$ cat src/rtl/path_tracer_pkg.sv
// path_tracer_pkg: shared sizes and FSM encoding for the
// Bellman-Ford path tracer (node width, stack depth, states).
package path_tracer_pkg;

  localparam int NODE_W    = 5;
  localparam int MAX_NODES = 2**NODE_W;

  typedef enum logic [2:0] {
    IDLE,
    PUSH_DEST,
    READ,
    CHECK,
    EMIT,
    FINISH,
    FAIL
  } state_e;

endpackage

$ cat src/rtl/path_tracer_stack.sv
// path_stack: synchronous LIFO holding the traced path.
// Ports: clk, reset (async low), clear/push/pop, din; top, count, empty.
module path_stack #(
  parameter int W     = 5,
  parameter int DEPTH = 32
) (
  input  logic         clk,
  input  logic         reset,
  input  logic         clear,
  input  logic         push,
  input  logic         pop,
  input  logic [W-1:0] din,
  output logic [W-1:0] top,
  output logic [W:0]   count,
  output logic         empty
);
  import path_tracer_pkg::*;

  localparam logic [W:0] DEPTH_C = (W+1)'(DEPTH);

  logic [W-1:0] mem [DEPTH];
  logic [W:0]   cnt_q;
  logic [W:0]   top_idx;
  logic         can_push;

  assign can_push = push && (cnt_q < DEPTH_C);
  assign top_idx  = cnt_q - (W+1)'(1);
  assign count    = cnt_q;
  assign empty    = (cnt_q == '0);
  assign top      = empty ? '0 : mem[top_idx[W-1:0]];

  // push wins over a simultaneous pop
  always_ff @(posedge clk or negedge reset) begin
    if (!reset) begin
      cnt_q <= '0;
    end else if (clear) begin
      cnt_q <= '0;
    end else if (can_push) begin
      cnt_q <= cnt_q + (W+1)'(1);
    end else if (pop && !empty) begin
      cnt_q <= cnt_q - (W+1)'(1);
    end
  end

  // contents survive reset; only the pointer matters
  always_ff @(posedge clk) begin
    if (can_push && !clear) begin
      mem[cnt_q[W-1:0]] <= din;
    end
  end

endmodule

$ cat src/rtl/path_tracer.sv
// path_tracer: walks the predecessor memory from dest back to source,
// then streams the path source-first to the display writer.
// Ports: clk, reset (async low), start/source_addr/dest_addr request;
// pred_rd_addr/pred_data memory read (1-cycle latency);
// node_out/node_valid/node_ready/node_last stream; path_len, busy,
// done (pulse), error (pulse, no path).
module path_tracer #(
  parameter int NODE_W    = path_tracer_pkg::NODE_W,
  parameter int MAX_NODES = 2**NODE_W
) (
  input  logic              clk,
  input  logic              reset,
  input  logic              start,
  input  logic [NODE_W-1:0] source_addr,
  input  logic [NODE_W-1:0] dest_addr,
  output logic [NODE_W-1:0] pred_rd_addr,
  input  logic [NODE_W-1:0] pred_data,
  output logic [NODE_W-1:0] node_out,
  output logic              node_valid,
  input  logic              node_ready,
  output logic              node_last,
  output logic [NODE_W:0]   path_len,
  output logic              busy,
  output logic              done,
  output logic              error
);
  import path_tracer_pkg::*;

  localparam logic [NODE_W-1:0] HOP_MAX = NODE_W'(MAX_NODES-1);
  localparam logic [NODE_W:0]   ONE_L   = (NODE_W+1)'(1);

  state_e state_q, state_d;

  logic [NODE_W-1:0] src_q, src_d;
  logic [NODE_W-1:0] dst_q, dst_d;
  logic [NODE_W-1:0] cur_q, cur_d;
  logic [NODE_W-1:0] hop_q, hop_d;
  logic [NODE_W:0]   len_q, len_d;

  logic              stk_clr;
  logic              stk_push;
  logic              stk_pop;
  logic [NODE_W-1:0] stk_din;
  logic [NODE_W-1:0] stk_top;
  logic [NODE_W:0]   stk_cnt;
  logic              stk_empty;

  path_stack #(
    .W     (NODE_W),
    .DEPTH (MAX_NODES)
  ) u_stack (
    .clk   (clk),
    .reset (reset),
    .clear (stk_clr),
    .push  (stk_push),
    .pop   (stk_pop),
    .din   (stk_din),
    .top   (stk_top),
    .count (stk_cnt),
    .empty (stk_empty)
  );

  assign path_len = len_q;

  always_ff @(posedge clk or negedge reset) begin
    if (!reset) begin
      state_q <= IDLE;
      src_q   <= '0;
      dst_q   <= '0;
      cur_q   <= '0;
      hop_q   <= '0;
      len_q   <= '0;
    end else begin
      state_q <= state_d;
      src_q   <= src_d;
      dst_q   <= dst_d;
      cur_q   <= cur_d;
      hop_q   <= hop_d;
      len_q   <= len_d;
    end
  end

  always_comb begin
    state_d      = state_q;
    src_d        = src_q;
    dst_d        = dst_q;
    cur_d        = cur_q;
    hop_d        = hop_q;
    len_d        = len_q;
    stk_clr      = 1'b0;
    stk_push     = 1'b0;
    stk_pop      = 1'b0;
    stk_din      = '0;
    pred_rd_addr = '0;
    node_out     = '0;
    node_valid   = 1'b0;
    node_last    = 1'b0;
    busy         = (state_q != IDLE);
    done         = 1'b0;
    error        = 1'b0;
    unique case (state_q)
      IDLE: begin
        if (start) begin
          src_d   = source_addr;
          dst_d   = dest_addr;
          hop_d   = '0;
          len_d   = '0;
          stk_clr = 1'b1;
          state_d = PUSH_DEST;
        end
      end
      PUSH_DEST: begin
        stk_push = 1'b1;
        stk_din  = dst_q;
        cur_d    = dst_q;
        if (dst_q == src_q) begin
          len_d   = ONE_L;
          state_d = EMIT;
        end else begin
          pred_rd_addr = dst_q;
          state_d      = READ;
        end
      end
      READ: begin
        // address held so pred_data is valid in CHECK
        pred_rd_addr = cur_q;
        state_d      = CHECK;
      end
      CHECK: begin
        pred_rd_addr = cur_q;
        if (pred_data == src_q) begin
          stk_push = 1'b1;
          stk_din  = pred_data;
          len_d    = stk_cnt + ONE_L;
          state_d  = EMIT;
        end else if (pred_data == cur_q || hop_q == HOP_MAX) begin
          len_d   = '0;
          state_d = FAIL;
        end else begin
          stk_push     = 1'b1;
          stk_din      = pred_data;
          cur_d        = pred_data;
          hop_d        = hop_q + NODE_W'(1);
          pred_rd_addr = pred_data;
          state_d      = READ;
        end
      end
      EMIT: begin
        node_valid = !stk_empty;
        node_out   = stk_top;
        node_last  = (stk_cnt == ONE_L);
        if (node_ready) begin
          stk_pop = 1'b1;
          if (node_last) begin
            state_d = FINISH;
          end
        end
      end
      FINISH: begin
        done    = 1'b1;
        state_d = IDLE;
      end
      FAIL: begin
        error   = 1'b1;
        len_d   = '0;
        state_d = IDLE;
      end
      default: begin
        state_d = IDLE;
      end
    endcase
  end

endmodule

$ cat config.mk
export PLATFORM = sky130hd
export DESIGN_NAME = path_tracer
export DESIGN_NICKNAME = d
export VERILOG_FILES = /design/src/rtl/path_tracer_pkg.sv /design/src/rtl/path_tracer_stack.sv /design/src/rtl/path_tracer.sv
export SDC_FILE = /design/constraint.sdc
export NUM_CORES = 1
export LEC_CHECK = 0
export ABC_AREA = 0
export BUFFER_PORTS_ARGS = -buffer_cell sky130_fd_sc_hd__buf_2
export CORE_UTILIZATION = 55
export DETAILED_ROUTE_END_ITERATION = 12
export PLACE_DENSITY = 0.75
export SKIP_LAST_GASP = 1
export SYNTH_ARGS = -nofsm -noshare
export SYNTH_HDL_FRONTEND = slang
export SYNTH_SLANG_ARGS = --single-unit
$ cat constraint.sdc
create_clock -name clk -period 2.5 [get_ports clk]
set_clock_uncertainty 0.15 [all_clocks]
set_input_delay 0 -clock clk [delete_from_list [all_inputs] [get_ports clk]]
set_output_delay 0 -clock clk [all_outputs]
set_load 0.02 [all_outputs]
==> Word-level counts from Yosys, hierarchy flattened <==
Memories as Yosys holds them, arrays and structs flattened.
Index checks and enable logic that the tools add are counted.
{ "word_totals": {"regBits": 35, "latch_bits": 0, "ram_bits": 160, "rom_bits": 0, "in_bits": 19, "elab_cells": 89, "n_memories": 1} }
{ "op_classes": {"addsub": 3, "multipliers": 0, "div_mod_pow": 0, "magnitude_cmp": 1, "eq_ne": 18, "shift": 0, "muxes": 42, "bitwise": 0, "reduce_logical": 17} }
{ "mem_list": {"columns": ["name", "words", "word_bits", "rd", "rd_ports_with_merged_regs", "write_ports", "line", "text"], "rows": [
  ["u_stack.mem", 32, 5, 1, 0, 1, "path_tracer_stack.sv:21", "logic [W-1:0] mem [DEPTH];"]
]} }
{ "ops": {"columns": ["cell", "count"], "rows": [
  ["two-way mux 5 bit", 10],
  ["two-way mux 6 bit", 7],
  ["one-hot mux 5 bit (2 select lines)", 3],
  ["one-hot mux 6 bit (4 select lines)", 1],
  ["two-way mux 3 bit", 6],
  ["== test 5 bit", 3],
  ["one-hot mux 3 bit (5 select lines)", 1],
  ["one-hot mux 5 bit (3 select lines)", 1],
  ["two-way mux 1 bit", 12],
  ["inequality test 2 bit (second input constant)", 6],
  ["== test 3 bit (second input constant)", 3],
  ["AND reduction 4 bit", 2],
  ["adder 6 x 1 -> 6 bit (second input constant)", 1],
  ["== test 3 x 2 -> 1 bit (second input constant)", 2],
  ["== test 6 x 1 -> 1 bit (second input constant)", 1],
  ["zero test 6 bit", 1],
  ["< comparator 6 bit (second input constant)", 1],
  ["nonzero test 3 bit", 2],
  ["subtractor 6 x 1 -> 6 bit (second input constant)", 1],
  ["adder 5 x 1 -> 5 bit (second input constant)", 1],
  ["== test 5 bit (second input constant)", 1],
  ["nonzero test 2 bit", 2],
  ["nonzero test 4 bit", 1],
  ["== test 3 x 1 -> 1 bit (second input constant)", 1],
  ["8 further kinds", 11]
]} }

==> Longest topological paths before layout <==
{ "logic_depth": {"ltp_word": 9, "ltp_mapped": 10, "ltp_nobuf": 7} }

==> Cells and area by module <==
A second synthesis with hierarchy kept.
{ "hier_totals": {"cells_unflattened": 564, "hier_area_um2": 8778.4} }
{ "by_module_without_submodules": {"columns": ["module", "instances", "cells_each", "area_each_um2", "seq_area_each_um2"], "rows": [
  ["path_stack", 1, 365, 6846.6, 4954.8],
  ["path_tracer", 1, 199, 1931.9, 725.7]
]} }

==> Worst setup path after synthesis <==
OpenSTA, ideal clock, no wires.
{ "synth_timing": {"path_kind": "reg-to-output", "start": "reg u_stack.cnt_q[0], in the netlist u_stack.count[0]", "end": "out node_out[2]", "arrival_ns": 2.599, "required_ns": 2.350, "slack_ns": -0.249, "path_stages_with_launch": 11, "cell_sequence": "dfrtp_1 > buf_6 > buf_2 > inv_1 > ha_1 > clkbuf_1 > clkbuf_1 > mux4_2 > mux2_2 > o22ai_1 > nor3_1"} }
{ "synth_between": {"elab_chain_len": 4, "word_cells_on_any_way": 5, "classes_between": "add/sub (1); mux (2); reduce/logical (1); memory (1)"} }
{ "synth_lines": {"columns": ["item", "line", "text"], "rows": [
  ["start: declaration", "path_tracer_stack.sv:22", "logic [W:0] cnt_q;"],
  ["start signal: assignment", "path_tracer_stack.sv:39", "cnt_q <= cnt_q + (W+1)'(1);"],
  ["start signal: assignment", "path_tracer_stack.sv:41", "cnt_q <= cnt_q - (W+1)'(1);"],
  ["subtractor 6 x 1 -> 6 bit", "path_tracer_stack.sv:27", "assign top_idx = cnt_q - (W+1)'(1);"],
  ["memory (32 x 5 bit)", null, null],
  ["two-way mux 5 bit *", "path_tracer_stack.sv:30", "assign top = empty ? '0 : mem[top_idx[W-1:0]];"],
  ["two-way mux 5 bit *", "path_tracer.sv:101", "unique case (state_q)"],
  ["end: declaration", "path_tracer.sv:18", "output logic [NODE_W-1:0] node_out,"]
]} }
Every way passes the cells marked *; elsewhere a longest branch is shown, timed or not.

==> Worst setup path after layout <==
Ends and elaborated chain as after synthesis.

==> impl_results.md <==
* Antenna violations before repair at 0
* Iter 0 DRT Violations at 522
* CTS tree: done
* Avg Cell Area, Syn at 15.3 um2
* Failing checks: negative setup slack
* Post-synth top flop: edfxtp_1
* Total track usage at 26.7%
* Yosys top cell area share at 54.6%
* Root Driver: clkbuf_16
* Syn nets at 600
* Final WS setup at -0.215 ns
* Critical Path End: node_out[2]
* Final min period at 2.71 ns
* Post-synthesis cell count at 574
* Pwr Total at 15,000 uW
* Worst-Margin Slew at 0.820 ns
* Outcome: finished with violations
* Dominant cell type by area after synthesis: edfxtp_1
* Antenna viol nets, final at 0
* Drt total wl at 21,500 um
* Cts bufs inserted at 17
* Async set or reset register ratio after synthesis at 17.9%
* FP Rows at 45
* Vias at 5,716
* Slew headroom at 45.3%
* Core area at 15,400 um2
* Vias in the first global route at 5,552
* FF-to-FF setup slack at 0.01 ns
* Insertion delay to the later sink of the worst-skew pair at 0.43 ns
* Setup crit start: u_stack.count[0]
* GRT Residual Overflow at 0
* #FFs+latches synth at 195
* CTS clock-pin slew for the worst setup and hold paths at 0.07 ns
* Final nets at 729
* RePlAce Congestion at 0.875
* Crit. End Element: primary output
* Reg2reg path depth at 9
* Chip height at 129 um
* Largest net degree at the start of global routing at 48
* Clock sink total at 195
* Final period utilization at 109%
* Worst Path Required at 2.35 ns
* GR peak layer: met2
* Drt wl/cell at 23.2 um
* Number of vias per cell at 6.17
* I/O pins at 40
* Post-synth EDFFs at 160
* IO buf count at 39
* Pwr dens at 1350 nW/um2
* Final setup viols at 10
* RSZ-0062 raised after global routing: true
* Initial Util at 57.1%
* Global-route wire length before repair at 32,000 um
* GR Util met3 at 5.90%
* # DRC at 0
* GR Layer Usage met1 at 36.4%
* H-Tree Depth at 4
* Maximum fanout along the worst path at 24
* Die span in x at 129 um
* Setup Slack @ Placement at -0.00436 ns
* Final Max Tran Viols at 0
* Seq/Total Area, Yosys at 64.5%
* R2r endpoint: u_stack.mem[12][4]
* DP HPWL at 12,500 um
* Max-cap check violation count at 0
* Final Hold Fails at 0
* Area grow syn2layout at 25.8%
* Global Route met2 Usage at 43.8%
* Arrival time at the worst endpoint at 2.56 ns
* First drt pass iteration count at 5
* Worst setup SP type: flip-flop
* Leak at 0.00414 uW
* Worst vdd ir at 998 uV
* # diodes at 0
* Count of cell types in the netlist at 59
* Crit Path Category: flip-flop to primary output
* Mapped Area at 8810 um2
* Worst R2R Start: hop_q[1]
* Fill cells at 928
* Main area contributors after synthesis: edfxtp_1, dfrtp_1, mux4_1, mux4_2, mux2_2
* Fraction of layout cells with a size suffix above 1 at 36.3%
* Die area at 16,500 um2
* Fmax at 0.368 GHz
* Clock Tree Buf Depth at 2
* Class of the worst hold path: input pin to asynchronous set/reset pin
* Ys Warns at 0
[worst min-delay path by stage]
stage          endpoint  slack (ns)  start
3_5_place_dp   cur_q[2]       -0.02  reset
2_1_floorplan  cur_q[0]       -0.45  reset
4_1_cts        cur_q[2]        0.06  reset
5_1_grt        hop_q[2]        0.13  reset
3_3_place_gp   cur_q[2]       -0.03  reset
6_report       cur_q[2]        0.05  reset
[worst max-delay path, stage by stage (launching register included)]
cell       delay [ns]
dfrtp_2          0.45
buf_16           0.19
nor3_4           0.22
xnor2_4          0.20
clkbuf_16        0.25
mux2_4           0.31
o22ai_2          0.21
nor3_2           0.08
buf_4            0.18
[cell families after synthesis]
logic type / synth area share (%)
adder cells (fa/ha/maj): 0.994
multiplexers: 14.9
flip-flops: 64.5
AO/OA/AOI/OAI: 6.31
XOR/XNOR: 2.09
AND/OR/NAND/NOR: 8.84
buffers and inverters: 2.42
[cell usage after synthesis (all sizes together), types with 2 or more instances]
library cell  number
o22ai             10
nor2b              3
dfrtp             35
nand4              3
xor2               7
nand2b             5
edfxtp           160
nand2             58
clkbuf            10
o21ai              6
a22o               9
a21oi              7
xnor2             14
mux2i             10
a21boi             2
and4               4
nand3b             3
a221o              5
inv               13
mux2              21
nor3              16
mux4              40
ha                 7
o211ai            11
nand3             18
and3               7
a22oi              6
buf               20
a31oi              3
a211oi             2
nor2              43
[flip-flops by register name, indices dropped and copies added, names as in the netlist]
| signal | flops |
|---|---|
| dst_q | 5 |
| u_stack.count | 6 |
| path_len | 6 |
| hop_q | 5 |
| src_q | 5 |
| u_stack.mem | 160 |
| state_q | 3 |
| cur_q | 5 |
[power breakdown]
part	switching (uW)	leakage [uW]	total [uW]	internal [uW]
combinational	4030	0.00194	7650	3630
clock	1280	0.000290	2700	1420
sequential	344	0.00191	4640	4300
[repair_timing]
item	CTS	global route
endpoints found under the hold margin	51	0
gates cloned	2	3
setup buffers	10	13
endpoints found under the setup margin	55	99
hold buffers	18	0
pin swaps	8	17
gates resized for setup	49	40
[cells in the final DEF, fill, tap and decap left out, types with 13 or more instances in the layout]
| cell type | instances |
|---|---|
| nand3_1 | 17 |
| edfxtp_1 | 160 |
| nand2_1 | 55 |
| buf_2 | 30 |
| nor2_1 | 33 |
| dlygate4sd3_1 | 18 |
| mux4_1 | 13 |
| dfrtp_1 | 33 |
| buf_4 | 71 |
| clkbuf_16 | 19 |
| mux4_2 | 27 |
[routing by layer]
layer  share of wire (%)  routed length [um]
met1                  40                8670
met2                  50               10800
met3                 7.1                1530
met4                 2.2                 466
met5                   0                   0
[final cells by class]
type | count | area (um2) | share of cell area (%)
sequential | 195 | 5680 | 51.3
multi-input combinational | 336 | 3250 | 29.4
timing repair buffer | 140 | 1240 | 11.2
clock buffer | 17 | 425 | 3.84
tap | 211 | 264 | 2.38
clock inverter | 15 | 166 | 1.50
inverter | 13 | 48.8 | 0.440
[through the flow]
stage	instances	util, %	setup TNS [ns]	hold WS (ns)	cell area (um2)
floorplan	574	-	0	-0.446	8840
global route	927	71.8	-1.77	0.128	11100
CTS	916	70.2	-0.931	0.0617	10800
finish	927	71.8	-1.16	0.0487	11100
detailed placement	854	63.0	-0.0237	-0.0153	9710
global placement	854	63.0	-0.00386	-0.0324	9710
Note: power is estimated with default switching activity, not from simulation.
